**config.mk**
```make
export PLATFORM = sky130hd
export DESIGN_NAME = ram_arbiter_flat
export DESIGN_NICKNAME = d
export VERILOG_FILES = /design/src/rtl/ram_arb_pkg.sv /design/src/rtl/ram_arbiter_if.sv /design/src/rtl/ram_arb_grant.sv /design/src/rtl/ram_arbiter.sv /design/src/flat_wrapper.sv
export SDC_FILE = /design/constraint.sdc
export NUM_CORES = 1
export LEC_CHECK = 0
export ABC_AREA = 1
export BUFFER_PORTS_ARGS = -buffer_cell sky130_fd_sc_hd__buf_2
export CAP_MARGIN = 25
export CORE_MARGIN = 4
export CORE_UTILIZATION = 41
export DETAILED_ROUTE_END_ITERATION = 10
export PLACE_DENSITY = 0.81
export SYNTH_ARGS = -nofsm -noshare
export SYNTH_HDL_FRONTEND = slang
export SYNTH_HIERARCHICAL = 1
export SYNTH_SLANG_ARGS = --single-unit
```
**constraint.sdc**
```tcl
create_clock -name clk -period 1.7 [get_ports clk]
set_input_delay 0.34 -clock clk [delete_from_list [all_inputs] [get_ports clk]]
set_output_delay 0.34 -clock clk [all_outputs]
set_load 0.01 [all_outputs]
```
**src/rtl/ram_arb_pkg.sv**
```systemverilog
// ram_arb_pkg
//   Shared types and constants for the two-requester RAM arbiter.
//   Contents:
//     arb_state_e   - arbiter FSM encoding (IDLE / CMD / RSP)
//     req_id_t      - requester identifier (0 or 1)
//     NUM_REQ       - number of requesters
//     RESET_LAST_ID - value loaded into the last-grant pointer on reset
package ram_arb_pkg;

  localparam int NUM_REQ = 2;

  typedef enum logic [1:0] {
    ST_IDLE = 2'd0,
    ST_CMD  = 2'd1,
    ST_RSP  = 2'd2
  } arb_state_e;

  typedef logic req_id_t;

  // The pointer records the requester granted last. Starting at 1 means the
  // first contended grant goes to requester 0.
  localparam req_id_t RESET_LAST_ID = 1'b1;

endpackage

```
**src/rtl/ram_arbiter_if.sv**
```systemverilog
// ram_arbiter_if
//   Bundle of the requester command/response channels and the RAM port.
//   Parameters: ADDR_WIDTH (word address width), DATA_WIDTH (word width).
//   Signals:
//     reqN_valid/ready/we/addr/wdata  - command channel of requester N
//     rspN_valid/ready/rdata          - read response channel of requester N
//     ram_we/ram_re/ram_waddr/ram_raddr/ram_wdata/ram_rdata - RAM port
//   Modports:
//     slave  - the arbiter side
//     master - the requesters plus RAM side (test environment)
//
//   Handshake rule for every valid/ready pair: a transfer happens on a
//   rising clock edge where both valid and ready are high; the sender holds
//   valid and its payload stable until that edge, and never withdraws valid
//   before the transfer.
interface ram_arbiter_if #(
  parameter int ADDR_WIDTH = 8,
  parameter int DATA_WIDTH = 16
);

  logic                  req0_valid;
  logic                  req0_ready;
  logic                  req0_we;
  logic [ADDR_WIDTH-1:0] req0_addr;
  logic [DATA_WIDTH-1:0] req0_wdata;

  logic                  req1_valid;
  logic                  req1_ready;
  logic                  req1_we;
  logic [ADDR_WIDTH-1:0] req1_addr;
  logic [DATA_WIDTH-1:0] req1_wdata;

  logic                  rsp0_valid;
  logic                  rsp0_ready;
  logic [DATA_WIDTH-1:0] rsp0_rdata;

  logic                  rsp1_valid;
  logic                  rsp1_ready;
  logic [DATA_WIDTH-1:0] rsp1_rdata;

  logic                  ram_we;
  logic                  ram_re;
  logic [ADDR_WIDTH-1:0] ram_waddr;
  logic [ADDR_WIDTH-1:0] ram_raddr;
  logic [DATA_WIDTH-1:0] ram_wdata;
  logic [DATA_WIDTH-1:0] ram_rdata;

  modport slave (
    input  req0_valid, req0_we, req0_addr, req0_wdata,
    input  req1_valid, req1_we, req1_addr, req1_wdata,
    output req0_ready, req1_ready,
    output rsp0_valid, rsp0_rdata, rsp1_valid, rsp1_rdata,
    input  rsp0_ready, rsp1_ready,
    output ram_we, ram_re, ram_waddr, ram_raddr, ram_wdata,
    input  ram_rdata
  );

  modport master (
    output req0_valid, req0_we, req0_addr, req0_wdata,
    output req1_valid, req1_we, req1_addr, req1_wdata,
    input  req0_ready, req1_ready,
    input  rsp0_valid, rsp0_rdata, rsp1_valid, rsp1_rdata,
    output rsp0_ready, rsp1_ready,
    input  ram_we, ram_re, ram_waddr, ram_raddr, ram_wdata,
    output ram_rdata
  );

endinterface

```
**src/rtl/ram_arb_grant.sv**
```systemverilog
// ram_arb_grant
//   Combinational grant selection between the two requesters.
//   Ports:
//     valid_i [1:0] - command valid of each requester
//     last_i        - requester granted on the most recent handshake
//     gnt_o   [1:0] - one-hot grant (all zero when nobody is valid)
//   Build option:
//     RAM_ARB_ROUND_ROBIN_EN defined   - on contention grant the requester
//                                        that was not granted last
//     RAM_ARB_ROUND_ROBIN_EN undefined - fixed priority, requester 0 wins
module ram_arb_grant
  import ram_arb_pkg::*;
(
  input  logic [NUM_REQ-1:0] valid_i,
  input  req_id_t            last_i,
  output logic [NUM_REQ-1:0] gnt_o
);

`ifdef RAM_ARB_ROUND_ROBIN_EN
  always_comb begin
    gnt_o = '0;
    if (valid_i == 2'b11) begin
      gnt_o = (last_i == 1'b1) ? 2'b01 : 2'b10;
    end else if (valid_i[0]) begin
      gnt_o = 2'b01;
    end else if (valid_i[1]) begin
      gnt_o = 2'b10;
    end
  end
`else
  always_comb begin
    gnt_o = '0;
    if (valid_i[0]) begin
      gnt_o = 2'b01;
    end else if (valid_i[1]) begin
      gnt_o = 2'b10;
    end
  end

  // The pointer has no effect under fixed priority.
  logic unused_last;
  assign unused_last = last_i;
`endif

endmodule

```
**src/rtl/ram_arbiter.sv**
```systemverilog
// ram_arbiter
//   Serialises read/write commands from two requesters onto a single RAM
//   port with a 1-cycle registered read.
//   Parameters: ADDR_WIDTH (default 8), DATA_WIDTH (default 16).
//   Ports:
//     clk     - clock, rising edge
//     rst_n   - asynchronous active-low reset
//     bus     - ram_arbiter_if.slave: requester channels and RAM port
//     busy    - FSM is not in IDLE
//     state_o - current FSM state (debug)
//   Operation: IDLE accepts one command from the granted requester, CMD
//   drives the RAM enable for one cycle, RSP (reads only) presents the RAM
//   read data until the owning requester takes it.
//   Build option RAM_ARB_ROUND_ROBIN_EN selects round-robin arbitration in
//   ram_arb_grant; otherwise requester 0 has fixed priority.
module ram_arbiter
  import ram_arb_pkg::*;
#(
  parameter int ADDR_WIDTH = 8,
  parameter int DATA_WIDTH = 16
) (
  input  logic          clk,
  input  logic          rst_n,
  ram_arbiter_if.slave  bus,
  output logic          busy,
  output arb_state_e    state_o
);

  arb_state_e            state_q;
  logic                  we_q;
  logic [ADDR_WIDTH-1:0] addr_q;
  logic [DATA_WIDTH-1:0] wdata_q;
  req_id_t               gnt_id_q;
  req_id_t               last_q;
  logic                  ram_we_q;
  logic                  ram_re_q;
  logic                  rsp_valid_q;

  logic [NUM_REQ-1:0]    valid_vec;
  logic [NUM_REQ-1:0]    gnt;
  logic                  idle;
  logic                  hs0;
  logic                  hs1;
  logic                  hs;
  req_id_t               sel_id;
  logic                  sel_we;
  logic [ADDR_WIDTH-1:0] sel_addr;
  logic [DATA_WIDTH-1:0] sel_wdata;
  logic                  rsp_ready_g;

  assign valid_vec = {bus.req1_valid, bus.req0_valid};

  ram_arb_grant u_grant (
    .valid_i (valid_vec),
    .last_i  (last_q),
    .gnt_o   (gnt)
  );

  assign idle = (state_q == ST_IDLE);

  // Ready is only offered in IDLE and to the one granted requester; gating
  // with rst_n keeps it low while reset is held.
  assign bus.req0_ready = rst_n & idle & gnt[0];
  assign bus.req1_ready = rst_n & idle & gnt[1];

  assign hs0 = bus.req0_valid & bus.req0_ready;
  assign hs1 = bus.req1_valid & bus.req1_ready;
  assign hs  = hs0 | hs1;

  // Grants are one-hot, so a requester-1 handshake alone identifies the source.
  assign sel_id    = hs1;
  assign sel_we    = hs1 ? bus.req1_we    : bus.req0_we;
  assign sel_addr  = hs1 ? bus.req1_addr  : bus.req0_addr;
  assign sel_wdata = hs1 ? bus.req1_wdata : bus.req0_wdata;

  assign rsp_ready_g = gnt_id_q ? bus.rsp1_ready : bus.rsp0_ready;

  always_ff @(posedge clk or negedge rst_n) begin
    if (!rst_n) begin
      state_q     <= ST_IDLE;
      we_q        <= 1'b0;
      addr_q      <= '0;
      wdata_q     <= '0;
      gnt_id_q    <= 1'b0;
      last_q      <= RESET_LAST_ID;
      ram_we_q    <= 1'b0;
      ram_re_q    <= 1'b0;
      rsp_valid_q <= 1'b0;
    end else begin
      case (state_q)
        ST_IDLE: begin
          ram_we_q <= 1'b0;
          ram_re_q <= 1'b0;
          if (hs) begin
            we_q     <= sel_we;
            addr_q   <= sel_addr;
            wdata_q  <= sel_wdata;
            gnt_id_q <= sel_id;
            last_q   <= sel_id;
            // RAM enables are registered so they are high for exactly the CMD cycle.
            ram_we_q <= sel_we;
            ram_re_q <= ~sel_we;
            state_q  <= ST_CMD;
          end
        end
        ST_CMD: begin
          ram_we_q <= 1'b0;
          ram_re_q <= 1'b0;
          if (we_q) begin
            state_q <= ST_IDLE;
          end else begin
            // RAM data appears on the edge that enters RSP.
            rsp_valid_q <= 1'b1;
            state_q     <= ST_RSP;
          end
        end
        ST_RSP: begin
          ram_we_q <= 1'b0;
          ram_re_q <= 1'b0;
          if (rsp_ready_g) begin
            rsp_valid_q <= 1'b0;
            state_q     <= ST_IDLE;
          end
        end
        default: begin
          ram_we_q    <= 1'b0;
          ram_re_q    <= 1'b0;
          rsp_valid_q <= 1'b0;
          state_q     <= ST_IDLE;
        end
      endcase
    end
  end

  assign bus.rsp0_valid = rsp_valid_q & ~gnt_id_q;
  assign bus.rsp1_valid = rsp_valid_q &  gnt_id_q;
  // Read data is forced to 0 whenever its channel is not valid.
  assign bus.rsp0_rdata = bus.rsp0_valid ? bus.ram_rdata : '0;
  assign bus.rsp1_rdata = bus.rsp1_valid ? bus.ram_rdata : '0;

  assign bus.ram_we    = ram_we_q;
  assign bus.ram_re    = ram_re_q;
  assign bus.ram_waddr = addr_q;
  assign bus.ram_raddr = addr_q;
  assign bus.ram_wdata = wdata_q;

  assign busy    = ~idle;
  assign state_o = state_q;

endmodule

```
**src/flat_wrapper.sv**
```systemverilog
// flat-port wrapper written by rule: the top's interface ports become plain ports
module ram_arbiter_flat import ram_arb_pkg::*;
#(
  parameter int ADDR_WIDTH = 8,
  parameter int DATA_WIDTH = 16
)
  (clk, rst_n, busy, state_o, bus_req0_valid, bus_req0_we, bus_req0_addr, bus_req0_wdata, bus_req1_valid, bus_req1_we, bus_req1_addr, bus_req1_wdata, bus_req0_ready, bus_req1_ready, bus_rsp0_valid, bus_rsp0_rdata, bus_rsp1_valid, bus_rsp1_rdata, bus_rsp0_ready, bus_rsp1_ready, bus_ram_we, bus_ram_re, bus_ram_waddr, bus_ram_raddr, bus_ram_wdata, bus_ram_rdata);
  ram_arbiter_if #(.ADDR_WIDTH(ADDR_WIDTH), .DATA_WIDTH(DATA_WIDTH)) bus_i ();
  input  logic clk;
  input  logic rst_n;
  output logic busy;
  output arb_state_e state_o;
  input wire logic [$bits(bus_i.req0_valid)-1:0] bus_req0_valid;
  input wire logic [$bits(bus_i.req0_we)-1:0] bus_req0_we;
  input wire logic [$bits(bus_i.req0_addr)-1:0] bus_req0_addr;
  input wire logic [$bits(bus_i.req0_wdata)-1:0] bus_req0_wdata;
  input wire logic [$bits(bus_i.req1_valid)-1:0] bus_req1_valid;
  input wire logic [$bits(bus_i.req1_we)-1:0] bus_req1_we;
  input wire logic [$bits(bus_i.req1_addr)-1:0] bus_req1_addr;
  input wire logic [$bits(bus_i.req1_wdata)-1:0] bus_req1_wdata;
  output wire logic [$bits(bus_i.req0_ready)-1:0] bus_req0_ready;
  output wire logic [$bits(bus_i.req1_ready)-1:0] bus_req1_ready;
  output wire logic [$bits(bus_i.rsp0_valid)-1:0] bus_rsp0_valid;
  output wire logic [$bits(bus_i.rsp0_rdata)-1:0] bus_rsp0_rdata;
  output wire logic [$bits(bus_i.rsp1_valid)-1:0] bus_rsp1_valid;
  output wire logic [$bits(bus_i.rsp1_rdata)-1:0] bus_rsp1_rdata;
  input wire logic [$bits(bus_i.rsp0_ready)-1:0] bus_rsp0_ready;
  input wire logic [$bits(bus_i.rsp1_ready)-1:0] bus_rsp1_ready;
  output wire logic [$bits(bus_i.ram_we)-1:0] bus_ram_we;
  output wire logic [$bits(bus_i.ram_re)-1:0] bus_ram_re;
  output wire logic [$bits(bus_i.ram_waddr)-1:0] bus_ram_waddr;
  output wire logic [$bits(bus_i.ram_raddr)-1:0] bus_ram_raddr;
  output wire logic [$bits(bus_i.ram_wdata)-1:0] bus_ram_wdata;
  input wire logic [$bits(bus_i.ram_rdata)-1:0] bus_ram_rdata;
  assign bus_i.req0_valid = bus_req0_valid;
  assign bus_i.req0_we = bus_req0_we;
  assign bus_i.req0_addr = bus_req0_addr;
  assign bus_i.req0_wdata = bus_req0_wdata;
  assign bus_i.req1_valid = bus_req1_valid;
  assign bus_i.req1_we = bus_req1_we;
  assign bus_i.req1_addr = bus_req1_addr;
  assign bus_i.req1_wdata = bus_req1_wdata;
  assign bus_req0_ready = bus_i.req0_ready;
  assign bus_req1_ready = bus_i.req1_ready;
  assign bus_rsp0_valid = bus_i.rsp0_valid;
  assign bus_rsp0_rdata = bus_i.rsp0_rdata;
  assign bus_rsp1_valid = bus_i.rsp1_valid;
  assign bus_rsp1_rdata = bus_i.rsp1_rdata;
  assign bus_i.rsp0_ready = bus_rsp0_ready;
  assign bus_i.rsp1_ready = bus_rsp1_ready;
  assign bus_ram_we = bus_i.ram_we;
  assign bus_ram_re = bus_i.ram_re;
  assign bus_ram_waddr = bus_i.ram_waddr;
  assign bus_ram_raddr = bus_i.ram_raddr;
  assign bus_ram_wdata = bus_i.ram_wdata;
  assign bus_i.ram_rdata = bus_ram_rdata;
  ram_arbiter #(.ADDR_WIDTH(ADDR_WIDTH), .DATA_WIDTH(DATA_WIDTH)) u_core (.clk(clk), .rst_n(rst_n), .bus(bus_i), .busy(busy), .state_o(state_o));
endmodule
```
==> impl_metrics.py <==
metrics = {
    "grt": {
        "grt-ovfl-total": 0,
        "gr-usage-met2": 0.3316,
        "use_met1": 0.1957,
        "gr-usage-met3": 0.05972,
        "grt-busiest-layer": "met2",
        "grtUsageTotal": 0.1806,
        "grt_pass1_wl_mm": 8.852,
        "grt_antenna_before_repair": 0,
        "grt_max_degree": 27,
        "grt_pass1_vias": 1971,
    },
    "placed_design": {
        "globalplace.congestion": 0.7459,
        "placed_cells": 486,
        "port_buffers": 144,
        "placed_area_mm2": 0.002661,
        "hpwl_mm": 4.433,
    },
    "run_status": {
        "status": "completed",
    },
    "synth": {
        "syn_inst": 303,
        "yosysWarnings": 6,
        "syn_area_mm2": 0.001961,
        "syn-num-nets": 375,
        "syn_area_per_cell_um2": 6.471,
    },
    "sta": {
        "tightest_slew_ns": 0.4375,
        "setup_viol": 0,
        "hold_violations": 0,
        "relSlewSlack": 0.7079,
        "fin_crit_sh": 0.9294,
        "fin_skew_ns": 0.002189,
        "drv_slew": 0,
        "finalSetupTns_ns": 0,
        "min_period_ns": 1.580,
        "rsz0062_at_grt": "no",
        "fmax_mhz": 632.9,
    },
    "power": {
        "vdd_drop_max_v": 0.0005576,
        "power.leakage_nw": 1.965,
        "powerDensity_mw_per_mm2": 1132,
        "finalPower_mw": 3.133,
    },
    "setup_path": {
        "crit_fanout": 5,
        "timing.rr.start": "u_core/state_o[1]$_DFFE_PN0P_",
        "r2r_cells": 6,
        "r2r_slack_ns": 0.18,
        "crit_type": "register to primary output",
        "arrival_ns": 1.24,
        "start_kind": "register",
        "r2r_end": "u_core/bus.ram_wdata[4]$_DFFE_PN0P_",
        "cp-end-kind": "primary output",
        "worstPathRequired_ns": 1.36,
    },
    "die": {
        "start_util": 0.4353,
        "die_w_um": 77.15,
        "io_pins": 145,
        "core_mm2": 0.004504,
        "die_y_um": 77.15,
        "row_count": 24,
        "dieArea_mm2": 0.005952,
    },
    "final_layout": {
        "final_cells": 494,
        "area_growth_syn_to_layout_pct": 41.23,
        "nFillCells": 457,
        "utilization": 0.6147,
        "fin_nets": 513,
        "drive_above_1_share": 0.3733,
        "n_antenna_cell": 0,
        "stdcell_area_mm2": 0.002769,
    },
    "clocking": {
        "htree_levels": 2,
        "cts_root_buf": "clkbuf_8",
        "clock_latency_ns": 0.28,
        "cts_buffers": 5,
        "path_clk_slew_ns": 0.06,
        "post_cts_buffers": 0,
        "ctsResizeCount": 1,
        "numClockSinks": 31,
        "cts_tree": "yes",
        "cts_hold_buffers": 0,
        "cts.path.max_buffers": 2,
    },
    "hold_path": {
        "hp-class": "input port to asynchronous set/reset pin",
    },
    "route": {
        "drt-total-wl_mm": 5.531,
        "vias": 2159,
        "drtPass1Iterations": 6,
        "drtIter0Drc": 96,
        "drc_errors": 0,
        "vias_per_cell": 4.370,
        "wire_per_inst_um": 11.20,
        "final_antenna_net_count": 0,
    },
    "flow_run": {
        "cap_violations": 0,
    },
}
## stage by stage
step | setup WS, ns | hold slack [ns]
2_1_floorplan | 0.3673 | 0.04441
3_3_place_gp | 0.1738 | 0.3916
3_5_place_dp | 0.1541 | 0.4028
4_1_cts | 0.01992 | 0.1013
5_1_grt | 0.02747 | 0.1167
6_report | 0.1200 | 0.1092
## worst max-delay path, stage by stage (launching register included)
cell and delay [ns]:
dfrtp_1 0.42, nor2_4 0.18, nand3_1 0.16, inv_1 0.08
buf_2 0.12
## layout make-up
cell class                      instances  area [µm²]  share of cell area
Tap cell                               52       65.06             0.02350
Timing Repair Buffer                  150       778.2              0.2811
Inverter                               76       285.3              0.1030
Sequential cell                        31       775.7              0.2802
Multi-Input combinational cell        177       764.5              0.2761
Clock buffer                            8       100.1             0.03615
## flip-flops by register name, indices dropped and copies added, names as in the netlist
| signal | cells |
|---|---|
| u_core/we_q | 1 |
| u_core/bus.ram_raddr | 8 |
| u_core/gnt_id_q | 1 |
| u_core/bus.ram_wdata | 16 |
| u_core/rsp_valid_q | 1 |
| u_core/bus.ram_re | 1 |
| u_core/bus.ram_we | 1 |
| u_core/state_o | 2 |
## cell usage in the layout, fill, tap and decap left out
cell      instances
and3_1            1
nand2_4           2
o21ai_0           1
nand2_1         106
nand4_4           1
inv_2             1
nor2_2            1
inv_1            75
nand3_1          26
nor2_1           32
a21oi_1           2
a21oi_2           1
nand3b_1          1
nor2_4            2
dfrtp_1          31
buf_2           144
buf_12            1
buf_4             5
nand4_1           1
clkbuf_1          1
clkbuf_8          7
## report_power, final
part | total [mW] | switching (mW) | internal (mW)
logic | 1.36 | 0.795 | 0.564
clock network | 0.626 | 0.257 | 0.369
registers | 1.15 | 0.169 | 0.979
total | 3.13 | 1.22 | 1.91
## worst max path at each step
stage,startpoint,to,slack [ns],cells after the start
final,u_core/state_o[1]$_DFFE_PN0P_,bus_req1_ready,0.12,4
after global routing,u_core/gnt_id_q$_DFFE_PN0P_,bus_rsp0_rdata[4],0.03,4
after CTS,u_core/gnt_id_q$_DFFE_PN0P_,bus_rsp0_rdata[4],0.02,4
after global placement,u_core/gnt_id_q$_DFFE_PN0P_,bus_rsp0_rdata[4],0.17,4
after detailed placement,u_core/gnt_id_q$_DFFE_PN0P_,bus_rsp0_rdata[4],0.15,4
after floorplan,u_core/state_o[1]$_DFFE_PN0P_,u_core/bus.ram_raddr[3]$_DFFE_PN0P_,0.37,7
## layer usage
| layer | wire length, µm | share of wire | vias to the layer above |
|---|---|---|---|
| met2 | 2651 | 0.48 | 104 |
| met1 | 2187 | 0.40 | 918 |
| met3 | 630 | 0.11 | 7 |
| met4 | 62 | 0.011 | 0 |
| li1 | - | - | 1130 |
| met5 | 0 | 0 | - |
Note: power is estimated with default switching activity, not from simulation.
